[src/rtl/debug_module_pkg.sv]
// Shared constants and helpers for the debug_module system-ID path.
package debug_module_pkg;

  // Word addresses of the system-ID slave.
  localparam logic SYSID_ADDR_ZERO = 1'b0;
  localparam logic SYSID_ADDR_ID   = 1'b1;

  // Value presented by the system-ID slave at SYSID_ADDR_ID.
  localparam logic [31:0] SYSID_VALUE = 32'd1672759086;

  // Ceiling log2, used to size requester index and pointer fields.
  function automatic int clog2(input int value);
    int result;
    int rem;
    result = 0;
    rem    = value - 1;
    while (rem > 0) begin
      result = result + 1;
      rem    = rem >> 1;
    end
    return result;
  endfunction

endpackage

[src/rtl/debug_module_rr_pick.sv]
// Combinational rotating-priority picker: finds the first pending requester
// at or after ptr (wrapping), or from index 0 when FIXED is set. Produces a
// one-hot grant plus the binary index of the winner.
module debug_module_rr_pick
  import debug_module_pkg::*;
#(
  parameter int N     = 2,
  parameter int FIXED = 0,
  parameter int PW    = (clog2(N) < 1) ? 1 : clog2(N)
) (
  input  logic [N-1:0]  pending,
  input  logic [PW-1:0] ptr,
  output logic [N-1:0]  grant,
  output logic [PW-1:0] index,
  output logic          any
);

  logic [PW-1:0] start_ptr;
  logic [N-1:0]  rot;
  logic [PW-1:0] offset;
  logic [PW:0]   sum;

  // Rotate pending so the search start sits at bit 0, take the lowest set
  // bit, then rotate the offset back into an absolute requester index.
  always_comb begin
    start_ptr = (FIXED != 0) ? '0 : ptr;
    rot       = N'({pending, pending} >> start_ptr);
    offset    = '0;
    any       = 1'b0;
    for (int j = N - 1; j >= 0; j--) begin
      if (rot[j]) begin
        offset = PW'(j);
        any    = 1'b1;
      end
    end
    sum = {1'b0, start_ptr} + {1'b0, offset};
    if (sum >= (PW+1)'(N)) begin
      sum = sum - (PW+1)'(N);
    end
    index = sum[PW-1:0];
    grant = any ? (N'(1) << index) : '0;
  end

endmodule

[src/rtl/debug_module_sysid_arbiter.sv]
// Shares the two-word system-ID slave among NUM_REQ Avalon-MM read masters.
// One read is accepted per cycle; the slave's combinational readdata is
// captured and returned with readdatavalid exactly one cycle after acceptance.
module debug_module_sysid_arbiter
  import debug_module_pkg::*;
#(
  parameter int NUM_REQ    = 2,
  parameter int FIXED_PRIO = 0
) (
  input  logic               clock,
  input  logic               reset_n,
  input  logic [NUM_REQ-1:0] req_read,
  input  logic [NUM_REQ-1:0] req_address,
  output logic [NUM_REQ-1:0] req_waitrequest,
  output logic [NUM_REQ-1:0] req_readdatavalid,
  output logic [31:0]        req_readdata,
  output logic               slv_address,
  input  logic [31:0]        slv_readdata
);

  localparam int PW = (clog2(NUM_REQ) < 1) ? 1 : clog2(NUM_REQ);

  logic [PW-1:0]      rr_ptr_reg;
  logic [PW-1:0]      rr_ptr_next;
  logic [NUM_REQ-1:0] pick_grant;
  logic [PW-1:0]      pick_index;
  logic               pick_any;
  logic [NUM_REQ-1:0] grant;
  logic               any_grant;
  logic [31:0]        readdata_reg;
  logic [NUM_REQ-1:0] valid_reg;

  debug_module_rr_pick #(
    .N     (NUM_REQ),
    .FIXED (FIXED_PRIO),
    .PW    (PW)
  ) u_pick (
    .pending (req_read),
    .ptr     (rr_ptr_reg),
    .grant   (pick_grant),
    .index   (pick_index),
    .any     (pick_any)
  );

  // Nothing is accepted while reset is held, so every requester stalls.
  assign any_grant = pick_any & reset_n;

  generate
    for (genvar gi = 0; gi < NUM_REQ; gi++) begin : g_req
      assign grant[gi]           = pick_grant[gi] & reset_n;
      assign req_waitrequest[gi] = req_read[gi] & ~grant[gi];
    end
  endgenerate

  // Route the winner's word address to the slave; park on address 0 when idle.
  always_comb begin
    slv_address = SYSID_ADDR_ZERO;
    if (any_grant) begin
      slv_address = req_address[pick_index];
    end
  end

  // Pointer moves to the slot after the winner, wrapping at NUM_REQ-1.
  always_comb begin
    rr_ptr_next = rr_ptr_reg;
    if (any_grant) begin
      if (pick_index == PW'(NUM_REQ - 1)) begin
        rr_ptr_next = '0;
      end else begin
        rr_ptr_next = pick_index + PW'(1);
      end
    end
  end

  // Round-robin pointer register.
  always_ff @(posedge clock or negedge reset_n) begin
    if (!reset_n) begin
      rr_ptr_reg <= '0;
    end else begin
      rr_ptr_reg <= rr_ptr_next;
    end
  end

  // One-deep return register: data of the accepted read plus its owner.
  always_ff @(posedge clock or negedge reset_n) begin
    if (!reset_n) begin
      readdata_reg <= '0;
      valid_reg    <= '0;
    end else begin
      valid_reg <= grant;
      if (any_grant) begin
        readdata_reg <= slv_readdata;
      end
    end
  end

  assign req_readdata      = readdata_reg;
  assign req_readdatavalid = valid_reg;

endmodule

[config.mk]
export PLATFORM = sky130hd
export DESIGN_NAME = debug_module_sysid_arbiter
export DESIGN_NICKNAME = d
export VERILOG_FILES = /design/src/rtl/debug_module_pkg.sv /design/src/rtl/debug_module_rr_pick.sv /design/src/rtl/debug_module_sysid_arbiter.sv
export SDC_FILE = /design/constraint.sdc
export NUM_CORES = 1
export LEC_CHECK = 0
export ABC_AREA = 1
export ABC_CLOCK_PERIOD_IN_PS = 850
export CAP_MARGIN = 10
export CORE_MARGIN = 2
export CORE_UTILIZATION = 39
export DETAILED_ROUTE_END_ITERATION = 6
export PLACE_DENSITY = 0.9
export SLEW_MARGIN = 15
export SYNTH_ARGS = -nofsm -noshare
export SYNTH_HDL_FRONTEND = slang
export SYNTH_SLANG_ARGS = --single-unit
[constraint.sdc]
create_clock -name clock -period 0.85 [get_ports clock]
set_input_delay 0.17 -clock clock [delete_from_list [all_inputs] [get_ports clock]]
set_output_delay 0.17 -clock clock [all_outputs]
set_load 0.03 [all_outputs]
Word-level counts from Yosys, hierarchy flattened
Index checks and enable logic that the tools add are counted.
{"block": "totals", "elab_cells": 26, "out_inout_bits": 37, "inputBits": 38, "reg_bits": 35}
{"block": "classes", "n_bitwise": 7, "shift": 2, "order_cmp": 2, "n_mux": 9, "add_sub_neg": 3}
{"operator": "2-to-1 mux 1 bit", "count": 8}
{"operator": "AND 1 bit", "count": 5}
{"operator": ">> shifter 4 x 1 -> 2 bit", "count": 1}
{"operator": "adder 1 x 1 -> 2 bit", "count": 1}
{"operator": ">= comparator 2 bit, second input constant", "count": 1}
{"operator": "< comparator 1 x 2 -> 1 bit, second input constant", "count": 1}
{"operator": "2-to-1 mux 2 bit", "count": 1}
{"operator": "NOT 1 bit", "count": 2}
{"operator": "left shift 1 x 1 -> 2 bit, first input constant", "count": 1}
{"operator": "adder 1 bit, second input constant", "count": 1}
{"operator": "subtractor 1 bit, second input constant", "count": 1}

Logic depth before layout (Yosys ltp)
Gate-level depths: netlist (run 1).
{"block": "logic_depth", "ltp_word": 11, "mapped_depth": 5, "depth_no_buf": 4}

Hierarchy
A second synthesis (run 1) with hierarchy kept.
{"block": "unflattened", "cells_unflattened": 169, "area_unflattened_um2": 1502.7}
{"mod": "debug_module_sysid_arbiter", "area_per_inst_um2": 1465.2, "seq_area_each_um2": 875.8, "cells_each": 160, "n_inst": 1}
{"mod": "debug_module_rr_pick", "area_per_inst_um2": 37.5, "seq_area_each_um2": 0.0, "cells_each": 9, "n_inst": 1}

Worst setup path before layout (run 1)
No wires, ideal clock.
{"block": "synth_path", "path_kind": "register to output", "startpoint": "register rr_ptr_reg", "endpoint": "output req_waitrequest[1]", "stages_incl_launch_ff": 4, "t_arrival_ns": 0.923, "path_slack_ns": -0.243, "path_buffers": 0, "required_ns": 0.680, "cell_sequence": "dfrtp_1 -> inv_1 -> a21oi_1 -> nor2_1"}
{"block": "synth_via", "elab_chain_len": 11, "elab_cells_between_ends": 13, "classes_between": "add/sub (2); order compare (1); shift (2); mux (5); bitwise (3)"}
{"element": "from (decl)", "line_no": "debug_module_sysid_arbiter.sv:23", "text": "logic [PW-1:0] rr_ptr_reg;"}
{"element": "from (signal assigned)", "line_no": "debug_module_sysid_arbiter.sv:80", "text": "rr_ptr_reg <= rr_ptr_next;"}
{"element": ">> shifter 4 x 1 -> 2 bit", "line_no": "debug_module_rr_pick.sv:27", "text": "rot = N'({pending, pending} >> start_ptr);"}
{"element": "2-to-1 mux 1 bit (2 in a row)", "line_no": "debug_module_rr_pick.sv:31", "text": "if (rot[j]) begin"}
{"element": "adder 1 x 1 -> 2 bit", "line_no": "debug_module_rr_pick.sv:36", "text": "sum = {1'b0, start_ptr} + {1'b0, offset};"}
{"element": ">= comparator 2 bit or subtractor 1 bit (tied branches)", "line_no": "debug_module_rr_pick.sv:37, debug_module_rr_pick.sv:38"}
{"element": "2-to-1 mux 1 bit", "line_no": "debug_module_rr_pick.sv:37", "text": "if (sum >= (PW+1)'(N)) begin"}
{"element": "left shift 1 x 1 -> 2 bit", "line_no": "debug_module_rr_pick.sv:41", "text": "grant = any ? (N'(1) << index) : '0;"}
{"element": "2-to-1 mux 2 bit *", "line_no": "debug_module_rr_pick.sv:41"}
{"element": "AND 1 bit *", "line_no": "debug_module_sysid_arbiter.sv:50", "text": "assign grant[gi] = pick_grant[gi] & reset_n;"}
{"element": "net grant[1]", "line_no": "debug_module_sysid_arbiter.sv:28", "text": "logic [NUM_REQ-1:0] grant;"}
{"element": "NOT 1 bit *", "line_no": "debug_module_sysid_arbiter.sv:51", "text": "assign req_waitrequest[gi] = req_read[gi] & ~grant[gi];"}
{"element": "AND 1 bit *", "line_no": "debug_module_sysid_arbiter.sv:51"}
{"element": "to (decl)", "line_no": "debug_module_sysid_arbiter.sv:14", "text": "output logic [NUM_REQ-1:0] req_waitrequest,"}
The timed path passes the listed nets; every way through them passes the cells marked *.

Worst setup path after layout (run 1)
{"block": "layout_path", "startpoint": "register rr_ptr_reg", "endpoint": "output slv_address"}
{"block": "layout_via", "elab_chain_len": 9, "elab_cells_between_ends": 12, "classes_between": "add/sub (2); order compare (1); shift (1); mux (7); bitwise (1)"}
{"element": ">> shifter 4 x 1 -> 2 bit", "line_no": "debug_module_rr_pick.sv:27"}
{"element": "2-to-1 mux 1 bit (2 in a row)", "line_no": "debug_module_rr_pick.sv:31"}
{"element": "adder 1 x 1 -> 2 bit", "line_no": "debug_module_rr_pick.sv:36"}
{"element": ">= comparator 2 bit or subtractor 1 bit (tied branches)", "line_no": "debug_module_rr_pick.sv:37, debug_module_rr_pick.sv:38"}
{"element": "2-to-1 mux 1 bit", "line_no": "debug_module_rr_pick.sv:37"}
{"element": "2-to-1 mux 1 bit (not written as such) (2 in a row)", "line_no": "debug_module_sysid_arbiter.sv:59", "text": "slv_address = req_address[pick_index];"}
{"element": "2-to-1 mux 1 bit *", "line_no": "debug_module_sysid_arbiter.sv:58", "text": "if (any_grant) begin"}
{"element": "to (decl)", "line_no": "debug_module_sysid_arbiter.sv:17", "text": "output logic slv_address,"}
Every way passes the cells marked *; elsewhere a longest branch is shown, timed or not. The select of a mux whose other input is x is not followed.

==> results by group, run 1 <==
Synth
  – Yosys top cell area share: 61.08%
  – Commonest cells post-synth: 69 x nand2_1, 35 x dfrtp_1, 35 x nand3_1, 6 x buf_2, 5 x inv_1
  – Ys Warns: 0
  – Largest family of logic cells by synthesized area: simple AND/OR/NAND/NOR gates
  – Synth Area in Compound Gates: 0.6981%
  – Yosys top cell by area: dfrtp_1
  – Adder-cell share of the synthesized area: 0%
  – FFs w/ async S/R, synth: 100.0%
  – Mapped cell area: 1434 µm²
  – Number of synthesized flops with an enable pin: 0
  – Main synth FF type: dfrtp_1
  – Xor and xnor area share after synthesis: 0%
  – Cell variety after synth: 10
  – Multiplexer share of the synthesized area: 0%
  – Sequential element share of the synthesized area: 61.08%
  – Simple-Gate Fraction of Synth Area: 32.46%
  – Synth area leaders: dfrtp_1 61%, nand2_1 18%, nand3_1 12%
  – Synthesized instance count: 160
  – Most frequent cell after synthesis: nand2_1
  – Syn Nets: 198
  – Synth Register Bits: 35
  – Avg Cell Area, Syn: 8.962 µm²

Critical path
  – Crit end category: output port
  – RR Endpoint: req_readdata[30]
  – Worst EP required: 680 ps
  – WP data arrival: 1120 ps
  – R2R Setup Slk: 70 ps
  – CP Class: register to output port
  – CP startpoint kind: register
  – Reg2Reg Depth: 3
  – Worst reg2reg path startpoint: req_readdata[30]
  – Max FO, Critical Path: 4
  – Crit path launch: rr_ptr_reg

Pwr
  – Max rail drop VDD: 0.001193 V
  – Clock power frac: 25.5%
  – Sw frac: 31.42%
  – Int Pwr: 3.448 mW
  – Sw Pwr: 1.580 mW
  – Pwr/cell area: 1891 nW/µm²
  – Pleak: 1.367 nW
  – Logic pwr share: 34.1%
  – Power Total: 5.027 mW
  – Flop pwr share: 40.4%

STA
  – Hold WS: 20.46 ps
  – Setup violators final: 37
  – Least-Margin Pin Slew: 444.5 ps
  – RSZ-0062 raised after global routing: true
  – Skew final: 0.2557 ps
  – Minimum clock period: 1286 ps
  – Final Hold Fails: 0
  – Final Cycle Share: 151.3%
  – Max Freq: 777.7 MHz
  – Slack of the critical path: -435.9 ps
  – Slew Limit Fails: 0
  – Slew HR: 70.37%

Die
  – Die Y: 64.64 µm
  – Std cell rows: 22
  – Die area: 4178 µm²
  – # IOs: 75
  – Starting Density: 39.76%
  – Die Width: 64.64 µm
  – CORE AREA: 3606 µm²

Place
  – # port buffers: 74
  – RePlAce Congestion: 0.6698
  – Placed cell count: 283
  – Place WS: -528.5 ps
  – DP HPWL: 2.623 mm

Drt
  – 1st-pass router iterations: 4
  – DR WL/cell: 14.22 µm
  – Vias per cell: 4.792
  – DRC violations left: 0
  – 1st-iter DRT viols: 76
  – DRT Wirelength: 4.366 mm
  – Routed Antenna Nets: 0
  – Vias post-DR: 1471

Cells and area
  – Area delta synth->final: 85.43%
  – Final #Nets: 296
  – Largest register FFs: 32
  – Multi-input logic area: 556.8 µm²
  – Sequential cell area: 877.1 µm²
  – Number of inserted diodes: 0
  – Finished Layout Cells: 307
  – Layout cells sized above 1: 35.14%
  – Fillcell total: 278

Global route
  – All-Layer GR Usage: 21.15%
  – Initial antenna violation count: 0
  – Number of global-route vias before repair: 1443
  – Grt total ovfl: 0
  – Largest net degree at the start of global routing: 36
  – First-pass GRT wire length: 6.734 mm

Clock network
  – Worst-skew pair later-pin latency: 280 ps
  – Hold_buf cts: 0
  – Clk sinks: 35
  – CTS tree: done
  – CTS Buffer Depth: 2
  – Htree depth: 2
  – Worst-path clk slew: 70 ps
  – Clock root cell: clkbuf_8
  – Total clock buffers created by CTS: 5

Outcome
  – Outcome: finished with violations
  – Failing checks: negative setup slack

Job
  – Max-cap violations: 0

Hold path
  – Worst hold path class: primary input to async pin
layout make-up:
type | instances | area share [%]
clock buffer | 8 | 3.765
timing repair buffer | 100 | 39.34
inverter | 5 | 0.7059
sequential | 35 | 32.99
tap | 48 | 2.259
multi-input combinational | 111 | 20.94
metal layers:
| metal | vias to the layer above | wire length (µm) | GRT usage (%) |
|---|---|---|---|
| met1 | 708 | 1736 | 25.23 |
| met5 | - | 0 | 0 |
| met4 | 0 | 25 | 6.383 |
| li1 | 705 | - | - |
| met2 | 54 | 2349 | 38.02 |
| met3 | 4 | 254 | 4.688 |
what timing repair did:
item,in CTS,in global routing
cloned,1,0
resized for setup,54,15
setup buffers,9,10
pin swaps,2,6
endpoints found under the setup margin,70,55
worst max-delay path, cell delays in order, from the launching register on:
cell,delay (ps)
dfrtp_2,440
inv_2,90
nand2_2,60
nand3_2,60
nand2_2,50
buf_6,130
cell usage in the layout (no fill, tap or decap), drive strengths merged:
| cell | n |
|---|---|
| nand2 | 72 |
| inv | 5 |
| dfrtp | 35 |
| buf | 65 |
| clkdlybuf4s50 | 34 |
| clkbuf | 9 |
| nand3 | 35 |
| nor2 | 2 |
| a21oi | 2 |
metrics by stage:
| stage | TNS [ps] | cell area [µm²] | util (%) |
|---|---|---|---|
| after floorplan | -92.87 | 1450 | - |
| after global placement | -17600 | 2190 | 60.72 |
| after detailed placement | -18260 | 2190 | 60.72 |
| after CTS | -5937 | 2567 | 71.20 |
| after global routing | -6791 | 2659 | 73.73 |
| final | -5677 | 2659 | 73.73 |
worst max path at each step:
| stage | to | slack [ps] |
|---|---|---|
| after floorplan | req_waitrequest[0] | -40 |
| after global placement | req_waitrequest[1] | -520 |
| after detailed placement | req_waitrequest[1] | -530 |
| after CTS | slv_address | -440 |
| after global routing | slv_address | -470 |
| final | slv_address | -440 |
power by group through the flow:
stage,registers [mW],logic [mW],clock network [mW]
after detailed placement,2.01,1.38,0
after global placement,2.01,1.35,0
after floorplan,2.40,0.337,0
after global routing,2.05,1.82,1.39
final,2.03,1.71,1.28
after CTS,2.02,1.64,1.32
cells by family (layout without fill, tap and decap cells):
logic type,after synthesis,count (layout)
AND/OR/NAND/NOR,109,109
buffers and inverters,14,113
AO/OA/AOI/OAI,2,2
flip-flops,35,35
(Power assumes the default switching activity.)
==> run 2: changes to the inputs <==
Settings changed: CORE_MARGIN 2 to 1.5.
==> results by group, run 2 (synthesized netlist as in run 1, its figures left out) <==
Outcome
  – Outcome: finished with violations
  – Failing checks: negative setup slack

Pwr
  – Max rail drop VDD: 0.001048 V (-12%)
  – Pleak: 1.415 nW (+3.5%)
  – Power Total: 5.333 mW (+6.1%)
  – Pwr/cell area: 1966 nW/µm² (+4.0%)

Critical path
  – CP startpoint kind: register
  – RR Endpoint: rr_ptr_reg
  – Worst reg2reg path startpoint: rr_ptr_reg
  – CP cell instances: inv_2 -> nand2_1 -> nand3_2 -> nand2_2 -> buf_6
  – Biggest cell delay along the critical path: 430 ps (about the same)
  – CP Class: register to output port
  – Delay-heaviest family, CP: flip-flops
  – Buffers & Inverters on Critical Path: 2 (unchanged)
  – WP data arrival: 1130 ps (about the same)
  – Worst EP required: 680 ps (about the same)
  – Slowest-stage cell, CP: dfrtp_1
  – Crit end category: output port
  – Critical path depth: 5 (unchanged)
  – Reg2Reg Depth: 7 (+4)
  – R2R Setup Slk: -340 ps (-410 ps)
  – Max FO, Critical Path: 4 (unchanged)

Cells and area
  – Largest register FFs: 32 (unchanged)
  – Cell area after layout: 2713 µm² (+2.0%)
  – Final core utilization: 78.81% (+5.1 points)
  – Finished Layout Cells: 315 (+2.6%)
  – Number of inserted diodes: 0 (unchanged)
  – Area delta synth->final: 89.18%
  – Final #Nets: 306 (+3.4%)
  – Layout cells sized above 1: 35.32% (+0.18 points)
  – Commonest non-fill, non-tap cell in the layout: nand2_1
  – Commonest non-fill, non-tap cells in the layout: 67 x nand2_1, 45 x buf_6, 35 x dfrtp_1

Clock network
  – Worst-skew pair later-pin latency: 280 ps (about the same)
  – Clk sinks: 35 (unchanged)
  – Htree depth: 2 (unchanged)
  – Worst-path clk slew: 70 ps (about the same)
  – Total clock buffers created by CTS: 5 (unchanged)
  – Clock root cell: clkbuf_8
  – CTS tree: done
  – CTS Buffer Depth: 2 (unchanged)

Job
  – Max-cap violations: 0 (unchanged)

Die
  – Die area: 4049 µm² (-3.1%)
  – Die Y: 63.64 µm (-1.5%)
  – CORE AREA: 3442 µm² (-4.5%)
  – Die Width: 63.64 µm (-1.5%)
  – Std cell rows: 21 (-4.5%)
  – Starting Density: 41.66% (+1.9 points)
  – # IOs: 75 (unchanged)

Global route
  – All-Layer GR Usage: 21.16% (about the same)
  – Initial antenna violation count: 0 (unchanged)
  – Grt total ovfl: 0 (unchanged)
  – Largest net degree at the start of global routing: 34 (-5.6%)
  – Number of global-route vias before repair: 1428 (-1.0%)
  – First-pass GRT wire length: 6.651 mm (-1.2%)

Place
  – Post-placement cell area: 2187 µm² (-0.11%)
  – DP HPWL: 2.596 mm (-1.1%)
  – RePlAce Congestion: 0.7117 (+6.3%)
  – # port buffers: 74 (unchanged)
  – Placed cell count: 281 (-0.71%)

STA
  – Setup violators final: 40 (+8.1%)
  – Skew final: 0.3494 ps (+0.09365 ps)
  – RSZ-0062 raised after global routing: true
  – Final Cycle Share: 153.5% (+2.2 points)
  – Final Hold Fails: 0 (unchanged)
  – Least-Margin Pin Slew: 408.8 ps (-35.69 ps)
  – Max Freq: 766.3 MHz (-1.5%)
  – Slew Limit Fails: 0 (unchanged)
  – Minimum clock period: 1305 ps (+19.11 ps)
  – Hold WS: 14.01 ps (-6.451 ps)
  – Slack of the critical path: -455.0 ps (-19.11 ps)
  – Slew HR: 72.75% (+2.4 points)

Drt
  – Vias per cell: 4.797 (+0.11%)
  – Vias post-DR: 1511 (+2.7%)
  – Routed Antenna Nets: 0 (unchanged)
  – DR WL/cell: 13.67 µm (-3.9%)
  – DRC violations left: 0 (unchanged)
  – 1st-iter DRT viols: 60 (-21%)
  – 1st-pass router iterations: 4 (unchanged)
  – DRT Wirelength: 4.306 mm (-1.4%)

Hold path
  – Worst hold path class: primary input to async pin
run 2: worst max path at each step:
stage                     start                  to  slack [ps]
finish               rr_ptr_reg         slv_address        -450
global route         rr_ptr_reg         slv_address        -500
CTS                  rr_ptr_reg  req_waitrequest[1]        -470
detailed placement  req_read[1]  req_waitrequest[1]        -560
global placement    req_read[1]  req_waitrequest[1]        -520
floorplan            rr_ptr_reg  req_waitrequest[0]         -40
run 2: cell type report:
cell class / count / area [µm²]
fillers: 227 / 729.5
flip-flops and latches: 35 / 875.8
clock inverters: 2 / 35.03
multi-input cells: 111 / 535.5
repair buffers: 110 / 1107
inverters: 5 / 18.77
well taps: 46 / 57.56
clock buffers: 6 / 82.58
run 2: repair_timing:
action | in CTS | in global routing
hold endpoints to repair | 2 | 0
gates resized for setup | 50 | 7
pin swaps | 5 | 4
buffers inserted | 15 | 10
setup endpoints to repair | 69 | 40
hold buffers | 1 | 0
run 2: metal layers:
metal	up-vias	GRT usage [%]	wire (µm)
met3	6	5.536	208
li1	721	-	-
met5	-	0	0
met2	58	37.37	2265
met4	0	7.065	43
met1	726	24.83	1789
run 2: metrics by stage:
stage / TNS (ps) / setup slack [ps]
after detailed placement: -17430 / -560.1
after CTS: -6551 / -466.6
final: -6487 / -455.0
after global routing: -7669 / -499.0
after global placement: -16410 / -518.6
after floorplan: -92.87 / -37.63
run 2: worst register-to-register path, cell delays in order, from the launching register on:
cell and delay (ps):
dfrtp_1 420, nand2_1 120, buf_4 150, buf_6 100, buf_6 100, buf_6 100, nand2_2 50, nand2_1 40
run 2: power breakdown:
| part | internal (mW) | switching (mW) |
|---|---|---|
| logic | 0.892 | 0.878 |
| clock network | 0.949 | 0.588 |
| registers | 1.87 | 0.159 |
| total | 3.71 | 1.63 |
==> run 3: changes to the inputs <==
Settings changed: ABC_CLOCK_PERIOD_IN_PS 850 to 1400, CELL_PAD_IN_SITES_DETAIL_PLACEMENT set to 1, CELL_PAD_IN_SITES_GLOBAL_PLACEMENT set to 1, CORE_UTILIZATION 39 to 27, PLACE_DENSITY 0.9 to 0.89.
Clock period 0.85 ns to 1.4 ns, I/O delays scaled along.
==> results by group, run 3 (synthesized netlist as in run 1, its figures left out) <==
STA
  – Setup violators final: 0 (-100%)
  – Slew Limit Fails: 0 (unchanged)
  – Final Cycle Share: 99.63%
  – Hold WS: 22.14 ps (+8.131 ps)
  – Skew final: 0.3785 ps (+0.02914 ps)
  – Minimum clock period: 1395 ps
  – Fin Setup TNS: 0 ps (+6487 ps)
  – Slew HR: 78.33% (+5.6 points)
  – Final Hold Fails: 0 (unchanged)
  – Least-Margin Pin Slew: 326.4 ps (-82.39 ps)
  – Max Freq: 717.0 MHz
  – Slack of the critical path: 5.224 ps (+460.2 ps)
  – RSZ-0062 raised after global routing: true

Clock network
  – CTS Buffer Depth: 2 (unchanged)
  – Worst-skew pair later-pin latency: 280 ps (about the same)
  – CTS tree: done
  – Post-CTS setup repair buffer count: 0 (-15)
  – Clk sinks: 35 (unchanged)
  – Htree depth: 2 (unchanged)
  – Hold_buf cts: 0 (-1)
  – Total clock buffers created by CTS: 5 (unchanged)
  – Clock root cell: clkbuf_8
  – Worst-path clk slew: 70 ps (about the same)

Place
  – Post-placement cell area: 2261 µm² (+3.4%)
  – # port buffers: 74 (unchanged)
  – DP HPWL: 3.188 mm (+23%)
  – RePlAce Congestion: 0.7673 (+7.8%)
  – Place WS: -204.2 ps (+355.9 ps)
  – Placed cell count: 305 (+8.5%)

Job
  – Max-cap violations: 0 (unchanged)

Outcome
  – Outcome: completed

Cells and area
  – Largest register FFs: 32 (unchanged)
  – Layout cells sized above 1: 11.93% (-23 points)
  – Area delta synth->final: 61.78%
  – Number of inserted diodes: 0 (unchanged)
  – Final #Nets: 280 (-8.5%)
  – Commonest non-fill, non-tap cell in the layout: nand2_1
  – Commonest non-fill, non-tap cells in the layout: 69 x nand2_1, 36 x dlygate4sd2_1, 34 x clkdlybuf4s50_1, 34 x dfrtp_1, 33 x nand3_1
  – Cell area after layout: 2320 µm² (-14%)
  – Finished Layout Cells: 313 (-0.63%)
  – Fillcell total: 612 (+170%)

Global route
  – Initial antenna violation count: 0 (unchanged)
  – All-Layer GR Usage: 15.65% (-5.5 points)
  – Grt total ovfl: 0 (unchanged)
  – Number of global-route vias before repair: 1430 (+0.14%)
  – Largest net degree at the start of global routing: 20 (-41%)
  – First-pass GRT wire length: 6.679 mm (+0.42%)

Die
  – Starting Density: 28.07% (-14 points)
  – Std cell rows: 26 (+24%)
  – Die Width: 75.88 µm (+19%)
  – Die Y: 75.88 µm (+19%)
  – # IOs: 75 (unchanged)
  – CORE AREA: 5107 µm² (+48%)
  – Die area: 5757 µm² (+42%)

Drt
  – DR top layer: met4
  – DR WL/cell: 12.95 µm (-5.3%)
  – 1st-pass router iterations: 4 (unchanged)
  – DRC violations left: 0 (unchanged)
  – Vias per cell: 4.406 (-8.2%)
  – DRT Wirelength: 4.054 mm (-5.9%)
  – 1st-iter DRT viols: 43 (-28%)
  – Met2 wire length: 2.195 mm (-3.1%)
  – Routed Antenna Nets: 0 (unchanged)
  – M1 wire length: 1.621 mm (-9.4%)
  – WL met3: 178 µm (-14%)
  – Vias post-DR: 1379 (-8.7%)

Pwr
  – Pleak: 1.228 nW (-13%)
  – Max rail drop VDD: 0.0005083 V (-51%)
  – Pwr/cell area: 1148 nW/µm² (-42%)

Critical path
  – CP startpoint kind: register
  – Worst EP required: 1120 ps (+440 ps)
  – Max FO, Critical Path: 4 (unchanged)
  – CP Class: register to output port
  – WP data arrival: 1110 ps (-20 ps)
  – Crit end category: output port

Hold path
  – Worst hold path class: primary input to async pin
-- run 3: worst paths after layout --
check                      slack (ps)  depth (start not counted)              endpoint        from
min in group clock                320                          3  req_readdatavalid[1]     reset_n
setup / recovery                    5                          4    req_waitrequest[1]  rr_ptr_reg
max in group asynchronous        1160                          2      req_readdata[26]     reset_n
setup reg to reg                  670                          3            rr_ptr_reg  rr_ptr_reg
hold reg to reg                   510                          1  req_readdatavalid[0]  rr_ptr_reg
hold / removal                     20                          2       req_readdata[3]     reset_n
-- run 3: final cells by class --
| cell class | count | area (µm²) | area share [%] |
|---|---|---|---|
| clock inverters | 1 | 5.005 | 0.2158 |
| well taps | 70 | 87.58 | 3.776 |
| repair buffers | 84 | 762.0 | 32.85 |
| clock buffers | 7 | 76.32 | 3.290 |
| flip-flops and latches | 35 | 877.1 | 37.81 |
| inverters | 5 | 18.77 | 0.8091 |
| multi-input cells | 111 | 493.0 | 21.25 |
-- run 3: per-layer routing --
metal / global-route usage, % / vias up
met2: 28.21 / 40
met4: 5.357 / 0
met3: 3.307 / 7
li1: - / 672
met1: 18.33 / 660
met5: 0 / -
-- run 3: through the flow --
stage          util, %  total power [mW]
2_1_floorplan        -             1.653
3_3_place_gp     44.27             2.073
3_5_place_dp     44.27             2.102
4_1_cts          45.30             2.716
5_1_grt          45.42             2.829
6_report         45.42             2.662
-- run 3: timing repair --
action,CTS,global route
setup endpoints to repair,37,3
pin swaps,4,0
resized for setup,41,2
-- run 3: critical path: stages, from the launching register on --
cell	delay [ps]
dfrtp_2	440
inv_2	70
a21oi_2	50
nor2_1	110
buf_4	170
-- run 3: power breakdown --
part           leakage (nW)  internal [mW]  switching, mW
Clock                0.0422          0.348          0.328
Sequential            0.429           1.13         0.0697
Combinational         0.757          0.301          0.482
Total                  1.23           1.78          0.879
